File: src/rtl/game_control_gen.sv
// rtl/game_control_gen.sv - memory-sequence game controller with rounds, timeout and lives
module game_control_gen #(
  parameter int N_KEYS     = 4,
  parameter int ROUND_W    = 4,
  parameter int MAX_ROUNDS = 16,
  parameter int TIME_W     = 4,
  parameter int TIMEOUT    = 10,
  parameter int LIVES      = 1,
  parameter int LIVES_W    = 2
) (
  input  logic                clock,
  input  logic                reset,
  input  logic                enter,
  input  logic                tick,
  input  logic [N_KEYS-1:0]   key,
  input  logic [N_KEYS-1:0]   seq_data,
  output logic [ROUND_W-1:0]  seq_addr,
  output logic [N_KEYS-1:0]   led,
  output logic [ROUND_W-1:0]  round,
  output logic [TIME_W-1:0]   time_cnt,
  output logic [LIVES_W-1:0]  lives_left,
  output logic [2:0]          state_o,
  output logic                done,
  output logic                win
);

  typedef enum logic [2:0] {
    S_INIT       = 3'd0,
    S_SETUP      = 3'd1,
    S_PLAY_FPGA  = 3'd2,
    S_PLAY_USER  = 3'd3,
    S_CHECK      = 3'd4,
    S_NEXT_ROUND = 3'd5,
    S_RESULT     = 3'd6,
    S_RETRY      = 3'd7
  } state_t;

  // round counter is one bit wider so MAX_ROUNDS == 2^ROUND_W is representable
  localparam logic [ROUND_W:0]   MAX_R      = (ROUND_W+1)'(MAX_ROUNDS);
  localparam logic [ROUND_W:0]   ROUND_ONE  = (ROUND_W+1)'(1);
  localparam logic [ROUND_W-1:0] ADDR_ONE   = ROUND_W'(1);
  localparam logic [TIME_W-1:0]  TO         = TIME_W'(TIMEOUT);
  localparam logic [TIME_W-1:0]  TIME_ONE   = TIME_W'(1);
  localparam logic [LIVES_W-1:0] LIVES_INIT = LIVES_W'(LIVES);
  localparam logic [LIVES_W-1:0] LIFE_ONE   = LIVES_W'(1);

  state_t               state, state_n;
  logic [ROUND_W-1:0]   addr_q, addr_n;
  logic [ROUND_W:0]     round_q, round_n;
  logic [TIME_W-1:0]    time_q, time_n;
  logic [LIVES_W-1:0]   lives_q, lives_n;
  logic                 miss_q, miss_n;
  logic                 win_q, win_n;

  logic                 last_entry;
  logic [ROUND_W:0]     round_inc;
  logic [TIME_W-1:0]    time_inc;
  logic                 key_ends_turn;

  assign last_entry = ({1'b0, addr_q} >= round_q);
  assign round_inc  = (round_q < MAX_R) ? round_q + ROUND_ONE : round_q;
  assign time_inc   = (time_q < TO) ? time_q + TIME_ONE : time_q;

  // state and datapath registers
  always_ff @(posedge clock or negedge reset) begin
    if (!reset) begin
      state   <= S_INIT;
      addr_q  <= '0;
      round_q <= '0;
      time_q  <= '0;
      lives_q <= LIVES_INIT;
      miss_q  <= 1'b0;
      win_q   <= 1'b0;
    end else begin
      state   <= state_n;
      addr_q  <= addr_n;
      round_q <= round_n;
      time_q  <= time_n;
      lives_q <= lives_n;
      miss_q  <= miss_n;
      win_q   <= win_n;
    end
  end

  // next-state and datapath updates; a key that ends the turn masks a same-cycle tick
  always_comb begin
    state_n       = state;
    addr_n        = addr_q;
    round_n       = round_q;
    time_n        = time_q;
    lives_n       = lives_q;
    miss_n        = miss_q;
    win_n         = win_q;
    key_ends_turn = 1'b0;
    case (state)
      S_INIT: begin
        addr_n  = '0;
        round_n = '0;
        time_n  = '0;
        miss_n  = 1'b0;
        win_n   = 1'b0;
        lives_n = LIVES_INIT;
        state_n = S_SETUP;
      end
      S_SETUP: begin
        if (enter) begin
          addr_n  = '0;
          state_n = S_PLAY_FPGA;
        end
      end
      S_PLAY_FPGA: begin
        if (tick) begin
          if (last_entry) begin
            addr_n  = '0;
            time_n  = '0;
            state_n = S_PLAY_USER;
          end else begin
            addr_n = addr_q + ADDR_ONE;
          end
        end
      end
      S_PLAY_USER: begin
        if (key != '0) begin
          if (key != seq_data) begin
            miss_n        = 1'b1;
            key_ends_turn = 1'b1;
          end else if (last_entry) begin
            miss_n        = 1'b0;
            key_ends_turn = 1'b1;
          end else begin
            addr_n = addr_q + ADDR_ONE;
          end
        end
        if (tick && !key_ends_turn) begin
          time_n = time_inc;
          if (time_inc == TO) begin
            miss_n        = 1'b1;
            key_ends_turn = 1'b1;
          end
        end
        if (key_ends_turn) begin
          state_n = S_CHECK;
        end
      end
      S_CHECK: begin
        if (!miss_q) begin
          state_n = S_NEXT_ROUND;
        end else if (lives_q > LIFE_ONE) begin
          lives_n = lives_q - LIFE_ONE;
          state_n = S_RETRY;
        end else begin
          lives_n = '0;
          win_n   = 1'b0;
          state_n = S_RESULT;
        end
      end
      S_NEXT_ROUND: begin
        round_n = round_inc;
        if (round_inc == MAX_R) begin
          win_n   = 1'b1;
          state_n = S_RESULT;
        end else begin
          addr_n  = '0;
          time_n  = '0;
          state_n = S_PLAY_FPGA;
        end
      end
      S_RETRY: begin
        addr_n  = '0;
        time_n  = '0;
        state_n = S_PLAY_FPGA;
      end
      S_RESULT: begin
        if (!enter) begin
          state_n = S_INIT;
        end
      end
      default: state_n = S_INIT;
    endcase
  end

  assign seq_addr   = addr_q;
  assign round      = round_q[ROUND_W] ? '1 : round_q[ROUND_W-1:0];
  assign time_cnt   = time_q;
  assign lives_left = lives_q;
  assign state_o    = state;
  assign done       = (state == S_RESULT);
  assign win        = win_q;
  assign led        = (state == S_PLAY_FPGA) ? seq_data : '0;

endmodule

File: config.mk
export PLATFORM = sky130hd
export DESIGN_NAME = game_control_gen
export DESIGN_NICKNAME = d
export VERILOG_FILES = /design/src/rtl/game_control_gen.sv
export SDC_FILE = /design/constraint.sdc
export NUM_CORES = 1
export LEC_CHECK = 0
export ABC_AREA = 0
export ABC_CLOCK_PERIOD_IN_PS = 5190
export CORE_AREA = 2 2 66 52
export CTS_CLUSTER_SIZE = 16
export DETAILED_ROUTE_END_ITERATION = 8
export DIE_AREA = 0 0 68 54
export HOLD_SLACK_MARGIN = 0.12
export PLACE_DENSITY = 0.92
export SLEW_MARGIN = 5
export SYNTH_ARGS = -nofsm -noshare
export SYNTH_HDL_FRONTEND = slang
export SYNTH_SLANG_ARGS = --single-unit
File: constraint.sdc
create_clock -name clock -period 5.19 [get_ports clock]
set_input_delay 0.7785 -clock clock [delete_from_list [all_inputs] [get_ports clock]]
set_output_delay 0.7785 -clock clock [all_outputs]
set_load 0.005 [all_outputs]
**After elaboration in Yosys (flattened, before gate mapping)**

Index checks and enable logic that the tools add are counted.
Widths: inputs -> output; s select.

- Flip-flop bits (word level): 20
- Output and inout bits: 23
- Word-level logic and storage cells: 100

- Add/subtract/negate cells: 4
- $lt $le $gt $ge: 4
- Equal/unequal tests: 23
- Muxes and demuxes: 46
- Reductions and logical operators: 16

Operators by type and width:

| cell | count |
|---|---|
| $mux 4 | 13 |
| $ne 2x2->1 const B | 13 |
| $pmux 3 s8 | 1 |
| $pmux 4 s5 | 1 |
| $mux 3 | 6 |
| $mux 1 | 16 |
| $pmux 4 s4 | 1 |
| $eq 3x3->1 const B | 4 |
| $pmux 5 s2 | 1 |
| $reduce_and 5->1 | 2 |
| $add 4x1->4 const B | 2 |
| $reduce_bool 4->1 | 2 |
| $reduce_and 7->1 | 1 |
| $eq 3x2->1 const B | 2 |
| $mux 2 | 3 |
| $reduce_bool 2->1 | 3 |
| $add 5x1->5 const B | 1 |
| $eq 5x5->1 const B | 1 |
| $ge 4x5->1 | 1 |
| $lt 5x5->1 const B | 1 |
| $mux 5 | 1 |
| $reduce_bool 5->1 | 1 |
| $eq 4x4->1 const B | 1 |
| $lt 4x4->1 const B | 1 |
| other kinds (14) | 14 |

**Longest topological paths before layout**

Gate-level depths: netlist of the first run.

- Depth in word-level cells: 11
- Depth in mapped cells: 8
- Depth with buffers taken out: 8

**Least setup slack after synthesis of the first run**

Ideal clock, no wire load.

- Kind: register to register
- Start: register addr_q[0] (netlist: seq_addr[0])
- End: register addr_q[3] (netlist: seq_addr[3])
- Arrival time: 2198 ps
- Data required time: 5112 ps
- Setup slack: 2915 ps
- Cell stages (with the launch flop): 9
- Buffers on the path: 0
- Clock period less this slack: 2275 ps
- Path through: dfrtp_1 inv_1 ha_1 nand2b_4 a2111o_1 a211oi_2 o221ai_2 or3_1 a21boi_1

- Word-level cells in the longest chain between the ends: 5
- Elaborated cells between the ends (all ways): 10

RTL lines:

| element | RTL line | RTL |
|---|---|---|
| start, declared | 48 | `logic [ROUND_W-1:0] addr_q, addr_n;` |
| start signal, assigned | 76 | `addr_q <= addr_n;` |
| $add 4x1->4 | 118, 131 |  |
| $mux 4 | 127 | `end else if (last_entry) begin` |
| $mux 4 | 124 | `if (key != seq_data) begin` |
| $mux 4 | 123 | `if (key != '0) begin` |
| $pmux 4 s5 | 95 | `case (state)` |

Several ways; a longest one is shown, not always the timed one. The select of a mux whose other input is x is not followed.
A chain may end at the register's enable or synchronous reset.

**Final worst setup path of the first run**

- Start: register state[1] (netlist: state_o[1])
- End: output port led[0]

- Word-level cells in the longest chain between the ends: 2

RTL lines:

| element | RTL line | RTL |
|---|---|---|
| start, declared | 47 | `state_t state, state_n;` |
| start signal, assigned | 75 | `state <= state_n;` |
| $eq 3x2->1 | 189 | `assign led = (state == S_PLAY_FPGA) ? seq_data : '0;` |
| $mux 4 | 189 |  |
| end, declared | 18 | `output logic [N_KEYS-1:0] led,` |

Every way passes these cells.

==> results of run 1 <==
[per-layer routing]
metal,GRT usage [%],wire (um),up-vias
li1,-,-,786
met1,32.9,1790,735
met2,40.3,1860,56
met3,4.60,256,2
met4,3.00,12,0
met5,0,0,-
[final cells by class]
cell class / instances / area [sq um] / area share [%]
Multi-Input combinational cell: 148 / 1010 / 49.8
Sequential cell: 20 / 502 / 24.8
Timing Repair Buffer: 34 / 340 / 16.8
Inverter: 18 / 67.6 / 3.34
Clock buffer: 4 / 55.1 / 2.72
Tap cell: 40 / 50.0 / 2.48
[state kept, by name, indices dropped and copies added, names as in the netlist]
register and cells:
lives_left 2, seq_addr 4, time_cnt 4, round_q 5
state_o 3, miss_q 1, win 1
[how the worst max path moves through the flow]
stage	end	cells past startpoint
after floorplan	seq_addr[3]	8
after global placement	time_cnt[0]	7
after detailed placement	time_cnt[0]	7
after CTS	led[0]	4
after global routing	led[1]	4
final	led[0]	4
[per-stage QoR]
step | hold WS, ps | total power (uW) | utilization (%)
after detailed placement | 535 | 764 | 63.2
after floorplan | 483 | 600 | -
final | 544 | 890 | 65.0
after global routing | 565 | 967 | 65.0
after global placement | 531 | 746 | 63.2
after CTS | 545 | 887 | 65.0
[logic make-up (layout without fill, tap and decap cells)]
family	after synthesis	count (layout)
AOI/OAI and AO/OA	68	68
and+or+nand+nor	67	67
buffers and inverters	25	56
DFF	20	20
adders and majority gates	8	8
xor gates and xnor gates	5	5
[worst reg2reg max path, cell delays in order (launching register included)]
cell and delay, ps:
dfrtp_1 450, inv_1 70, ha_1 280, nand2b_4 140, a2111o_1 500, a211oi_2 260, o221ai_2 210, or3_1 380
a21boi_1 150
[power by group through the flow]
stage	logic (uW)	clock network, uW	registers (uW)
global placement	462	0	283
finish	481	121	287
global route	543	127	298
floorplan	372	0	228
CTS	481	123	284
detailed placement	477	0	287
[cell usage in the layout (no fill, tap or decap), types with 5 or more instances in the layout]
cell type / count
clkdlybuf4s50_1: 34
dfrtp_1: 19
a31oi_1: 5
a21oi_1: 13
and2_1: 5
nor2_1: 11
o21ai_0: 13
xnor2_1: 5
ha_1: 8
nor3_1: 5
inv_1: 17
nand2_1: 19
==> impl_metrics.ini, run 1 <==
[detailed_routing]
wl_per_cell_um = 14.8
drcViolationCount = 0
drt-initial-drc-count = 141
wl_um = 3910
viasPerCell = 5.98
dr.pass1.iters = 4
ant_nets = 0
vias = 1579

[cts]
cts_resized = 0
cts_root_buffer = clkbuf_8
cts_tree = yes
clockBufferDepth = 2
h-tree-depth = 1
hold_buffers = 0
cts.clk_slew.worst_paths_ps = 70
postCtsSetupBuffers = 0
clk_latency_ps = 260
numClockSinks = 20
cts_buffers = 3

[finish]
num-fill-cells = 278
nets = 245
finalNonFillerCells = 264
antenna_cells = 0
syn_to_final_growth_pct = 25.6
layout-drive-gt1-share_pct = 6.70
fin_area_sq_um = 2020

[pwr]
power.share.switching_pct = 44.3
power_density_nw_per_um2 = 440
power_frac_seq_pct = 32.3
p_clk_share_pct = 13.7
comb_power_share_pct = 54.1
vdd_drop_max_mv = 0.277
p_sw_uw = 394
p_leak_uw = 0.000820
p_int_uw = 495

[setup_path]
rr_worst_depth = 8
slowest_delay_ps = 650
critPathBufInv = 2
startpoint = state_o[1]
reg2reg_from = seq_addr[0]
end_kind = primary output
path_cells = inv_1 > nor3_1 > and2_1 > clkdlybuf4s50_1
path_delay_family = buffers and inverters
rr_endpoint = seq_addr[3]
path_max_fanout = 16
cp.arrival_ps = 2210
required_ps = 4410
start_kind = register
reg2reg_slack_ps = 2680
crit_type = register to primary output
cp_slowest_cell = dfrtp_1

[logic_synthesis]
syn_inst = 193
synth_fa_ha_area_share_pct = 6.22
netlist_area_sq_um = 1610
synth_top_family_by_area = compound AO/OA/AOI/OAI gates
ys_ff_latch = 20
muxShareOfSynthArea_pct = 0
synth.area.top_cells = dfrtp_1, ha_1, nand2_1
synth_cell_types = 50
synth-main-ff-cell = dfrtp_1
synth_edf_count = 0
synth_largest_area_cell = dfrtp_1
yosysSeqAreaShare_pct = 31.2
synth_top_area_share_pct = 29.5
synth_xor_area_share_pct = 2.72
syn_area_per_cell_sq_um = 8.34
synth_common_cells = dfrtp_1, nand2_1, inv_1, a21oi_1, o21ai_0
async_reset_ff_share_pct = 100
syn_nets = 213
synthSimpleGateAreaFrac_pct = 23.0
synth.yosys.warnings = 0
synth_compound_area_share_pct = 30.6

[hold_path]
min_path_cells = 2
hold_path.class = register to register
min_to = win
hold_start = win

[placed_design]
dpl_cell_area_sq_um = 1970
hpwl_um = 2930
finalWeightedCongestion = 0.875
io_buffers = 34
place_ws_ps = 2280
dp_cells = 260

[floorplanning]
design.core.area_sq_um = 3110
rows = 18
start_util_pct = 51.8
dieHeight_um = 54
die_x_um = 68
num_io_pins = 35
fp.dieArea_sq_um = 3670

[grt]
antenna_found_initial = 0
track_usage_pct = 23.9
grt_pass1_vias = 1439
grt_overflow = 0
grt_max_degree = 29
grt_pass1_wl_um = 6670

[timing]
hold_violations = 0
clock.fmax_mhz = 334
finClkSkew_ps = 7.83
worst_slew_pin_slew_ps = 965
setup_violations = 0
setup_tns_ps = 0
fin_crit_ps = 2990
drv_slew = 0
maxSlewHeadroom_pct = 35.5
rsz0062_at_grt = false
setup_slack_ps = 2200
period_share_pct = 57.6

[outcome]
status = completed

[job]
cap_viol_max_count = 0
Note: power is estimated with default switching activity, not from simulation.
==> run 2: changes to the inputs <==
- ABC_CLOCK_PERIOD_IN_PS: 5190 -> 2500
- CORE_AREA: 2 2 66 52 -> 2 2 72 57
- DIE_AREA: 0 0 68 54 -> 0 0 74 59
- PLACE_DENSITY: 0.92 -> 0.82
- clock period: 5.19 -> 2.5 ns (I/O delays scaled with it)
==> run 2 against run 1 <==
Net effect:
- power grew 120%
- count of clock-buffer cells in the layout did not move
- core utilization fell by 6.0 points
- critical endpoint is now time_cnt[0]
- clock skew shrank 5.6 ps
- wire length rose by 3.2%
- sequential share of layout area decreased by 1.2 points
- flip-flop and latch count stayed put
- worst setup slack worse by 2100 ps
- combinational power increased by 150%
==> impl_metrics.ini, run 2 (synthesis results as in run 1) <==
[outcome]
status = completed

[detailed_routing]
drcViolationCount = 0
viasPerCell = 5.66
dr.pass1.iters = 4
wl_per_cell_um = 14.2
drt-initial-drc-count = 128
wl_um = 4040
ant_nets = 0
vias = 1612

[timing]
finClkSkew_ps = 2.19
hold_ws_ps = 443
setup_slack_ps = 108
setup_tns_ps = 0
hold_violations = 0
period_share_pct = 95.7
clock.fmax_mhz = 418
rsz0062_at_grt = false
maxSlewHeadroom_pct = 69.4
drv_slew = 0
setup_violations = 0
worst_slew_pin_slew_ps = 459
fin_crit_ps = 2390

[finish]
fin_area_sq_um = 2120
layout-drive-gt1-share_pct = 10.7
regMostFlops = round_q
final_cell_mix = clkdlybuf4s50_1, nand2_1, dfrtp_1
layout_commonest_cell = clkdlybuf4s50_1
nets = 254
largest_reg_flops = 5
syn_to_final_growth_pct = 31.7
antenna_cells = 0

[placed_design]
io_buffers = 34
dpl_cell_area_sq_um = 2040
place_ws_ps = 128
hpwl_um = 3180
finalWeightedCongestion = 0.847

[cts]
numClockSinks = 20
cts.clk_slew.worst_paths_ps = 80
clk_latency_ps = 270
cts_buffers = 3
cts_root_buffer = clkbuf_8
h-tree-depth = 1
clockBufferDepth = 2
cts_tree = yes

[grt]
use_met3_pct = 4.42
track_usage_pct = 19.6
gr-max-usage-layer = met2
grt_pass1_vias = 1492
grt_overflow = 0
grt_max_degree = 21
grtUsageMet1_pct = 26.7
grt_pass1_wl_um = 6690
antenna_found_initial = 0
met2_usage_pct = 32.3

[hold_path]
hold_path.class = primary input to asynchronous set/reset pin

[setup_path]
crit_type = register to register
end_kind = register
required_ps = 2690
path_max_fanout = 6
start_kind = register
cp.arrival_ps = 2580

[floorplanning]
design.core.area_sq_um = 3590
rows = 19
num_io_pins = 35
die_x_um = 74
start_util_pct = 44.8
fp.dieArea_sq_um = 4370
dieHeight_um = 59

[job]
cap_viol_max_count = 0

[pwr]
p_total_uw = 1960
power_density_nw_per_um2 = 925
p_leak_uw = 0.000866
vdd_drop_max_mv = 0.513
## run 2: through the flow
| step | instances | utilization [%] |
|---|---|---|
| floorplan | 193 | - |
| global placement | 280 | 56.8 |
| detailed placement | 280 | 56.8 |
| CTS | 284 | 58.4 |
| global route | 285 | 59.0 |
| finish | 285 | 59.0 |
## run 2: where the power goes
group	internal, uW	switching, uW
registers	400	115
logic	565	620
clock network	141	119
total	1110	854
## run 2: final timing paths
check,from,to,slack [ps],cells past startpoint
max,round_q[1],time_cnt[0],110,8
min,reset,seq_addr[2],440,2
max reg2reg,round_q[1],time_cnt[0],110,8
min reg2reg,win,win,540,2
max in group asynchronous,reset,lives_left[0],1780,2
min in group clock,win,win,540,2
## run 2: area by class of cell
cell class / count / area, sq um
multi-input combinational: 148 / 1020
clock buffer: 4 / 55.1
inverter: 18 / 67.6
sequential: 20 / 502
fill: 327 / 1470
tap: 52 / 65.1
timing repair buffer: 43 / 408
## run 2: repair_timing
action	in CTS	in global routing
setup buffers	0	1
gates resized for setup	0	2
setup endpoints to repair	0	6
hold buffers	0	0
endpoints found under the hold margin	0	0
## run 2: worst max-delay path: stages, from the launching register on
cell and delay, ps:
dfrtp_1 410, inv_1 100, ha_1 290, a2111o_1 460, buf_4 170, a31oi_4 200
nand2_2 110, or4_1 480, o211ai_1 90
## run 2: routing by layer
layer | wire, um | up-vias | part of all wire [%]
met2 | 1820 | 47 | 45
met3 | 231 | 7 | 5.7
met5 | 0 | - | 0
met1 | 1940 | 752 | 48
li1 | - | 806 | -
met4 | 43 | 0 | 1.1
